**config.mk**
```make
export PLATFORM = sky130hd
export DESIGN_NAME = fetch_data_mem_arbiter
export DESIGN_NICKNAME = d
export VERILOG_FILES = /design/src/rtl/fetch_data_mem_arbiter_pkg.sv /design/src/rtl/arb_req_slot.sv /design/src/rtl/fetch_data_mem_arbiter.sv
export SDC_FILE = /design/constraint.sdc
export NUM_CORES = 1
export LEC_CHECK = 0
export ABC_AREA = 1
export CAP_MARGIN = 0
export CELL_PAD_IN_SITES_DETAIL_PLACEMENT = 0
export CELL_PAD_IN_SITES_GLOBAL_PLACEMENT = 1
export CORE_MARGIN = 4
export CORE_UTILIZATION = 31
export DETAILED_ROUTE_END_ITERATION = 7
export HOLD_SLACK_MARGIN = 0.05
export MAX_ROUTING_LAYER = met4
export PLACE_DENSITY = 0.87
export SKIP_CTS_REPAIR_TIMING = 1
export SYNTH_ARGS = -nofsm -noshare
export SYNTH_HDL_FRONTEND = slang
export SYNTH_SLANG_ARGS = --single-unit
```
**constraint.sdc**
```tcl
create_clock -name clk -period 1.5 [get_ports clk]
set_input_delay 0.15 -clock clk [delete_from_list [all_inputs] [get_ports clk]]
set_output_delay 0.15 -clock clk [all_outputs]
set_load 0.01 [all_outputs]
```
**src/rtl/fetch_data_mem_arbiter_pkg.sv**
```systemverilog
// Shared types and constants for the fetch/data memory arbiter.
// The abort path returns an all-zero word, which fetch decodes as a NOP.
package fetch_data_mem_arbiter_pkg;
  typedef enum logic [1:0] {ST_IDLE, ST_ISSUE, ST_WAIT, ST_DONE} state_t;

  localparam logic OWNER_IF = 1'b0;
  localparam logic OWNER_DM = 1'b1;

  localparam int unsigned ABORT_DATA = 0;
endpackage

```
**src/rtl/arb_req_slot.sv**
```systemverilog
// One request slot: a pending bit plus the request fields captured on a start pulse.
// Starts are dropped while the slot is already pending or its access is in service.
module arb_req_slot #(
  parameter int W = 32
) (
  input  logic         clk,
  input  logic         rst,
  input  logic         i_start,
  input  logic         i_in_service,
  input  logic         i_clear,
  input  logic [W-1:0] i_fields,
  output logic         o_pending,
  output logic [W-1:0] o_fields
);
  logic         r_pending;
  logic [W-1:0] r_fields;

  always_ff @(posedge clk) begin
    if (rst) begin
      r_pending <= 1'b0;
      r_fields  <= '0;
    end else if (i_start && !r_pending && !i_in_service) begin
      r_pending <= 1'b1;
      r_fields  <= i_fields;
    end else if (i_clear) begin
      r_pending <= 1'b0;
    end
  end

  assign o_pending = r_pending;
  assign o_fields  = r_fields;
endmodule

```
**src/rtl/fetch_data_mem_arbiter.sv**
```systemverilog
// Shares one single-port memory between instruction fetch and data access.
// Data has priority, but fetch is forced after STARVE_LIMIT back-to-back data grants.
module fetch_data_mem_arbiter
  import fetch_data_mem_arbiter_pkg::*;
#(
  parameter int ADDR_W       = 32,
  parameter int DATA_W       = 32,
  parameter int STARVE_LIMIT = 4,
  parameter int TIMEOUT      = 255
) (
  input  logic              clk,
  input  logic              rst,
  input  logic              if_start_read,
  input  logic [ADDR_W-1:0] if_address,
  output logic              if_ready,
  output logic [DATA_W-1:0] if_read_data,
  input  logic              dm_start,
  input  logic              dm_we,
  input  logic [ADDR_W-1:0] dm_address,
  input  logic [DATA_W-1:0] dm_write_data,
  output logic              dm_ready,
  output logic [DATA_W-1:0] dm_read_data,
  output logic              mem_start,
  output logic              mem_we,
  output logic [ADDR_W-1:0] mem_address,
  output logic [DATA_W-1:0] mem_write_data,
  input  logic [DATA_W-1:0] mem_read_data,
  input  logic              mem_ready,
  output logic              busy,
  output logic              owner_data,
  output logic              bus_error
);
  localparam int DM_W = 1 + ADDR_W + DATA_W;

  state_t              r_state, w_next;
  logic                w_if_pend, w_dm_pend, w_busy, w_grant, w_grant_dm, w_timeout, w_finish;
  logic [ADDR_W-1:0]   w_if_addr, w_dm_addr;
  logic [DM_W-1:0]     w_dm_fields;
  logic                w_dm_we;
  logic [DATA_W-1:0]   w_dm_wdata, w_rdata;
  logic                r_owner, r_we, r_err;
  logic [ADDR_W-1:0]   r_addr;
  logic [DATA_W-1:0]   r_wdata, r_if_rdata, r_dm_rdata;
  logic [7:0]          r_to_cnt, r_starve;

  assign w_busy = (r_state == ST_ISSUE) || (r_state == ST_WAIT);

  arb_req_slot #(.W(ADDR_W)) u_if_slot (
    .clk, .rst,
    .i_start(if_start_read),
    .i_in_service(w_busy && (r_owner == OWNER_IF)),
    .i_clear((r_state == ST_ISSUE) && (r_owner == OWNER_IF)),
    .i_fields(if_address),
    .o_pending(w_if_pend),
    .o_fields(w_if_addr)
  );

  arb_req_slot #(.W(DM_W)) u_dm_slot (
    .clk, .rst,
    .i_start(dm_start),
    .i_in_service(w_busy && (r_owner == OWNER_DM)),
    .i_clear((r_state == ST_ISSUE) && (r_owner == OWNER_DM)),
    .i_fields({dm_we, dm_address, dm_write_data}),
    .o_pending(w_dm_pend),
    .o_fields(w_dm_fields)
  );

  assign {w_dm_we, w_dm_addr, w_dm_wdata} = w_dm_fields;

  assign w_grant    = (r_state == ST_IDLE) && (w_if_pend || w_dm_pend);
  assign w_grant_dm = w_dm_pend && !(w_if_pend && (r_starve == 8'(STARVE_LIMIT)));
  // Counter holds (WAIT cycles elapsed - 1), so abort lands on the TIMEOUT-th WAIT cycle.
  assign w_timeout  = (TIMEOUT != 0) && (r_to_cnt == 8'(TIMEOUT - 1));
  assign w_finish   = (r_state == ST_WAIT) && (mem_ready || w_timeout);
  assign w_rdata    = mem_ready ? mem_read_data : DATA_W'(ABORT_DATA);

  always_ff @(posedge clk) begin
    if (rst) r_state <= ST_IDLE;
    else     r_state <= w_next;
  end

  always_comb begin
    w_next    = r_state;
    mem_start = 1'b0;
    busy      = w_busy;
    if_ready  = 1'b0;
    dm_ready  = 1'b0;
    bus_error = 1'b0;
    case (r_state)
      ST_IDLE:  if (w_if_pend || w_dm_pend) w_next = ST_ISSUE;
      ST_ISSUE: begin
        mem_start = 1'b1;
        w_next    = ST_WAIT;
      end
      ST_WAIT:  if (mem_ready || w_timeout) w_next = ST_DONE;
      ST_DONE: begin
        if_ready  = (r_owner == OWNER_IF);
        dm_ready  = (r_owner == OWNER_DM);
        bus_error = r_err;
        w_next    = ST_IDLE;
      end
      default:  w_next = ST_IDLE;
    endcase
  end

  always_ff @(posedge clk) begin
    if (rst) begin
      r_owner    <= OWNER_IF;
      r_we       <= 1'b0;
      r_err      <= 1'b0;
      r_addr     <= '0;
      r_wdata    <= '0;
      r_if_rdata <= '0;
      r_dm_rdata <= '0;
      r_to_cnt   <= '0;
      r_starve   <= '0;
    end else begin
      if (w_grant) begin
        r_owner  <= w_grant_dm;
        r_addr   <= w_grant_dm ? w_dm_addr : w_if_addr;
        r_we     <= w_grant_dm && w_dm_we;
        r_wdata  <= w_grant_dm ? w_dm_wdata : '0;
        r_starve <= (w_grant_dm && w_if_pend) ?
                    ((r_starve == 8'(STARVE_LIMIT)) ? r_starve : r_starve + 8'd1) : '0;
      end else if (!w_if_pend) begin
        r_starve <= '0;
      end

      if (r_state == ST_ISSUE)     r_to_cnt <= '0;
      else if (r_state == ST_WAIT) r_to_cnt <= r_to_cnt + 8'd1;

      if (w_finish) begin
        r_err <= !mem_ready;
        if (r_owner == OWNER_IF) r_if_rdata <= w_rdata;
        else if (!r_we)          r_dm_rdata <= w_rdata;
      end
    end
  end

  assign owner_data     = r_owner;
  assign mem_we         = r_we;
  assign mem_address    = r_addr;
  assign mem_write_data = r_wdata;
  assign if_read_data   = r_if_rdata;
  assign dm_read_data   = r_dm_rdata;
endmodule

```
Word level (Yosys, flattened, before mapping)
Cells that the tools add are included.
Widths: inputs -> output; s select.
{"block": "word_totals", "register_bits": 248, "elab_cells": 76}
{"block": "classes", "bitwise": 2, "n_addsub": 2, "reduce_logical": 31, "muxes": 18, "n_eq_ne": 9}
{"op": "$mux 32", "n": 3}
{"op": "$mux 8", "n": 4}
{"op": "$add 8x1->8 const B", "n": 2}
{"op": "$logic_and 1x1->1", "n": 14}
{"op": "$eq 8x3->1 const B", "n": 1}
{"op": "$eq 8x8->1 const B", "n": 1}
{"op": "$mux 1", "n": 8}
{"op": "$pmux 2 s4", "n": 1}
{"op": "$logic_not 1->1", "n": 6}
{"op": "$reduce_and 2->1", "n": 3}
{"op": "$eq 2x2->1 const B", "n": 2}
{"op": "$mux 2", "n": 2}
{"op": "$ne 2x1->1 const B", "n": 2}
{"op": "$reduce_bool 2->1", "n": 2}
{"op": "$logic_or 1x1->1", "n": 3}
{"op": "$ne 3x3->1 const B", "n": 1}
{"op": "$reduce_and 3->1", "n": 1}
{"op": "$eq 2x1->1 const B", "n": 1}
{"op": "$logic_not 2->1", "n": 1}
{"op": "$ne 2x2->1 const B", "n": 1}
{"op": "$not 1->1", "n": 2}
{"op": "$reduce_or 2->1", "n": 1}

Depth between registers and ports, before layout
{"block": "depth", "depth_word": 7, "depth_mapped": 12, "mapped_depth_nobuf": 11}

By module
From an unflattened synthesis, not the netlist that was laid out.
{"block": "unflattened", "hier_cells": 1668, "area_unflattened_um2": 10855.4}
{"mod": "fetch_data_mem_arbiter", "seq_area_each_um2": 2982.9, "cells_per_inst": 1041, "instances": 1, "area_each_um2": 6771.5}
{"mod": "arb_req_slot (u_dm_slot)", "seq_area_each_um2": 1321.3, "cells_per_inst": 418, "instances": 1, "area_each_um2": 2713.9}
{"mod": "arb_req_slot (u_if_slot)", "seq_area_each_um2": 660.6, "cells_per_inst": 209, "instances": 1, "area_each_um2": 1370.1}

Worst setup path before layout
OpenSTA, ideal clock, no wires.
{"block": "synth_timing", "path_kind": "reg2reg", "start": "reg r_state[1]", "end": "reg u_dm_slot.r_fields[16], in the netlist u_dm_slot.o_fields[16]", "t_required_ns": 1.436, "arrival_ns": 1.554, "stages_incl_launch_ff": 9, "setup_time_ns": 0.064, "period_less_slack_ns": 1.619, "slack_ns": -0.119, "cell_sequence": "dfxtp_1 inv_1 ha_1 nand2_1 nand3_1 buf_2 clkbuf_1 o21ai_0 nor2_1"}
{"block": "synth_between", "elab_chain_len": 5, "word_cells_on_any_way": 6}
{"element": "from (decl)", "line": "fetch_data_mem_arbiter.sv:35", "rtl": "state_t r_state, w_next;"}
{"element": "from (signal assigned)", "line": "fetch_data_mem_arbiter.sv:79", "rtl": "else r_state <= w_next;"}
{"element": "$eq 2x1->1 or $eq 2x2->1 (tied branches)", "line": "fetch_data_mem_arbiter.sv:46", "rtl": "assign w_busy = (r_state == ST_ISSUE) || (r_state == ST_WAIT);"}
{"element": "$logic_or 1x1->1 (*)", "line": "fetch_data_mem_arbiter.sv:46"}
{"element": "net busy", "line": "fetch_data_mem_arbiter.sv:29", "rtl": "output logic busy,"}
{"element": "$logic_and 1x1->1 (*)", "line": "fetch_data_mem_arbiter.sv:61", "rtl": ".i_in_service(w_busy && (r_owner == OWNER_DM)),"}
{"element": "$logic_not 1->1 (*)", "line": "arb_req_slot.sv:22", "rtl": "end else if (i_start && !r_pending && !i_in_service) begin"}
{"element": "$logic_and 1x1->1 (*)", "line": "arb_req_slot.sv:22"}
{"element": "to (signal assigned)", "line": "arb_req_slot.sv:24", "rtl": "r_fields <= i_fields;"}
{"element": "to (decl)", "line": "arb_req_slot.sv:16", "rtl": "logic [W-1:0] r_fields;"}
The timed path passes the listed nets; every way through them passes the cells marked *.
A chain may end at the register's enable or synchronous reset.

Worst setup path in the final report
{"block": "layout_timing", "start": "reg r_starve[0]", "end": "reg r_wdata[0], in the netlist mem_write_data[0]"}
{"block": "layout_between", "elab_chain_len": 5}
{"element": "from (decl)", "line": "fetch_data_mem_arbiter.sv:44", "rtl": "logic [7:0] r_to_cnt, r_starve;"}
{"element": "from (signal assigned)", "line": "fetch_data_mem_arbiter.sv:123", "rtl": "r_starve <= (w_grant_dm && w_if_pend) ?"}
{"element": "$eq 8x3->1", "line": "fetch_data_mem_arbiter.sv:71", "rtl": "assign w_grant_dm = w_dm_pend && !(w_if_pend && (r_starve == 8'(STARVE_LIMIT)));"}
{"element": "$logic_and 1x1->1", "line": "fetch_data_mem_arbiter.sv:71"}
{"element": "$logic_not 1->1", "line": "fetch_data_mem_arbiter.sv:71"}
{"element": "$logic_and 1x1->1", "line": "fetch_data_mem_arbiter.sv:71"}
{"element": "$mux 32", "line": "fetch_data_mem_arbiter.sv:122", "rtl": "r_wdata <= w_grant_dm ? w_dm_wdata : '0;"}
{"element": "to (signal assigned)", "line": "fetch_data_mem_arbiter.sv:122"}
{"element": "to (decl)", "line": "fetch_data_mem_arbiter.sv:43", "rtl": "logic [DATA_W-1:0] r_wdata, r_if_rdata, r_dm_rdata;"}
No other way between the ends.

==> impl_metrics.tcl <==
set metrics [dict create \
    drt-total-wl_mm 39.0 \
    num_rows 65 \
    antenna_left 0 \
    vdd_drop_max_v 0.00108 \
    io_pins 269 \
    fp.coreArea_um2 31900 \
    period_needed_ps 1680 \
    grt_pass1_vias 9595 \
    nets 1961 \
    crit_type "reg2reg" \
    postSynthAreaPerCell_um2 6.89 \
    grt_pass1_wl_mm 50.0 \
    firstDrtPassIters 4 \
    slowest_stage "dfxtp_2" \
    cts.path.max_buffers 3 \
    hold_viol 0 \
    setup_viol 233 \
    arrival_ps 2150 \
    p_comb_share_pct 38.0 \
    p_clk_share_pct 27.4 \
    grt_overflow 0 \
    drc 0 \
    via_count 10544 \
    antenna_found_initial 4 \
    area_growth_pct 73.3 \
    swShare_pct 34.6 \
    critPathBufInv 4 \
    p_sw_uw 9030 \
    cts_root_buf "clkbuf_16" \
    p_per_area_nw_per_um2 1490 \
    post-dp-hpwl_mm 22.2 \
    p_leak_uw 0.00926 \
    drt-initial-drc-count 621 \
    ctsHtreeMaxLevel 1 \
    crit_fanout 7 \
    critPathRequiredTime_ps 1970 \
    critPathTopFamily "buffers and inverters" \
    die_area_um2 35600 \
    worst_slew_pin_slew_ps 598 \
    skew_ps 8.35 \
    yosysUniqueCellTypes 26 \
    ys_warn_count 0 \
    cts_tree "built" \
    total_power_uw 26100 \
    fin_crit_sh_pct 112 \
    synth_seq_cells 248 \
    dp_slack_ps -467 \
    layout-drive-gt1-share_pct 26.0 \
    io_buffers 268 \
    syn-cell-area_um2 10100 \
    syn_inst 1469 \
    p_int_uw 17100 \
    insertion_delay_ps 540 \
    initial_utilization_pct 31.8 \
    grt_max_degree 61 \
    grt_setup_unrepaired "yes" \
    fill_cells 2866 \
    holdCritPathClass "in2reg" \
    cts_made_buffers 30 \
    drv_cap 0 \
    critPathLaunchType "register" \
    cts.sink_count 248 \
    avgRoutedWirePerCell_um 17.1 \
    die_w_um 189 \
    final.setup.tns_ps -15130 \
    crit_path_max_incr_delay_ps 340 \
    clkTransAtPathRegs_ps 60 \
    die_h_um 189 \
    slew_headroom_pct 60.1 \
    track_usage_pct 17.5 \
    failed_checks "negative setup slack" \
    worst_path_most_repeated_cell "nand2_4" \
    outcome "finished, violations left" \
    path_cells "inv_2, ha_4, buf_6, nand2_4, nor2_4, nand2_2, nand2_4, nor2_4, buf_12, clkbuf_16, nand2_4, a21oi_2" \
    finalMaxSlewViolations 0 \
    max_freq_mhz 594 \
    cp-end-kind "register" \
    via_per_inst 4.63 \
    ys_seq_area_share_pct 49.0 \
    setup_slack_ps -183 \
    holdWs_ps 94.4 \
    syn-num-nets 1612 \
    seqPwrFrac_pct 34.6 \
    gp_congestion 0.799 \
]
-- path summary, 6_finish.rpt --
path | from | end | slack [ps] | cells past startpoint
setup / recovery | r_starve[0] | mem_write_data[0] | -180 | 12
hold / removal | mem_ready | r_err | 90 | 4
setup reg to reg | r_starve[0] | mem_write_data[0] | -180 | 12
hold reg to reg | u_dm_slot.o_fields[25] | mem_write_data[25] | 450 | 2
-- power by group through the flow --
stage	clock, uW	sequential [uW]	combinational [uW]
4_1_cts	7270	8610	7090
2_1_floorplan	0	8880	3400
5_1_grt	7550	9170	10800
3_3_place_gp	0	8700	6990
3_5_place_dp	0	8730	7050
6_report	7160	9040	9910
-- area by class of cell --
| class | instances | area (um^2) | area share, % |
|---|---|---|---|
| diodes | 4 | 10.0 | 0.0571 |
| clock buffers | 44 | 915 | 5.22 |
| clock inverters | 8 | 67.6 | 0.385 |
| inverters | 149 | 592 | 3.37 |
| multi-input cells | 992 | 5750 | 32.8 |
| flip-flops and latches | 248 | 4980 | 28.4 |
| well taps | 435 | 544 | 3.10 |
| repair buffers | 396 | 4670 | 26.6 |
| repair inverters | 1 | 11.3 | 0.0642 |
-- metrics by stage --
stage / instances / instance area, um^2 / util (%)
2_1_floorplan: 1469 / 10100 / -
3_3_place_gp: 2158 / 13700 / 43.0
3_5_place_dp: 2158 / 13700 / 43.0
4_1_cts: 2210 / 14700 / 46.1
5_1_grt: 2277 / 17500 / 55.0
6_report: 2277 / 17500 / 55.0
-- state kept, by name (all words and copies together) (netlist names), 2 cells and up --
register and flops:
u_dm_slot.o_fields 65, dm_read_data 32, if_read_data 32, mem_address 32, mem_write_data 32, u_if_slot.o_fields 32, r_starve 8, r_to_cnt 8
r_state 2
-- routing by layer --
metal | up-vias | global-route usage (%) | share of wire, %
met5 | - | - | 0
met4 | 0 | 5.24 | 3.2
met3 | 80 | 5.43 | 7.6
met2 | 323 | 28.6 | 48
met1 | 4918 | 20.8 | 41
li1 | 5223 | - | -
-- cell usage in the layout, fill, tap and decap left out, types with 26 or more instances in the layout --
cell type,Yosys,final
a21oi_1,84,51
a21oi_2,1,31
buf_4,4,54
clkbuf_16,0,52
clkdlybuf4s50_1,0,172
dfxtp_1,248,240
dlymetal6s2s_1,0,89
inv_1,148,137
nand2_1,339,254
nand2_2,2,35
nand2_4,1,52
nand3_2,1,26
nor2_1,384,302
nor2_4,3,75
o21ai_0,101,39
o21ai_1,7,42
o21ai_2,0,26
-- cell usage after synthesis, drive strengths merged --
cell type	count	area [um^2]
clkbuf	42	158
nor2	387	1480
nor3	1	5.00
nand2	342	1300
ha	9	113
buf	43	255
dfxtp	248	4960
xor2	2	17.5
nand3	44	250
a21oi	85	429
inv	149	559
o21a	1	7.51
nand4	7	43.8
o21ai	108	541
a211oi	1	7.51
-- kinds of logic (layout without fill, tap and decap cells) --
family          Yosys count  after routing  synth area share, %
flops                   248            248                 49.0
simple gates            781            786                 30.3
xor+xnor                  2              2                0.173
buf+inv                 234            598                 9.60
other cells               0              4                    0
fa+ha+maj                 9              9                 1.11
compound gates          195            195                 9.73
-- worst reg2reg max path, stage by stage, from the launching register on --
cell and delay [ps]:
dfxtp_2 340, inv_2 50, ha_4 160, buf_6 110, nand2_4 60, nor2_4 30, nand2_2 100, nand2_4 90
nor2_4 130, buf_12 150, clkbuf_16 190, nand2_4 60, a21oi_2 140
Note: power is estimated with default switching activity, not from simulation.
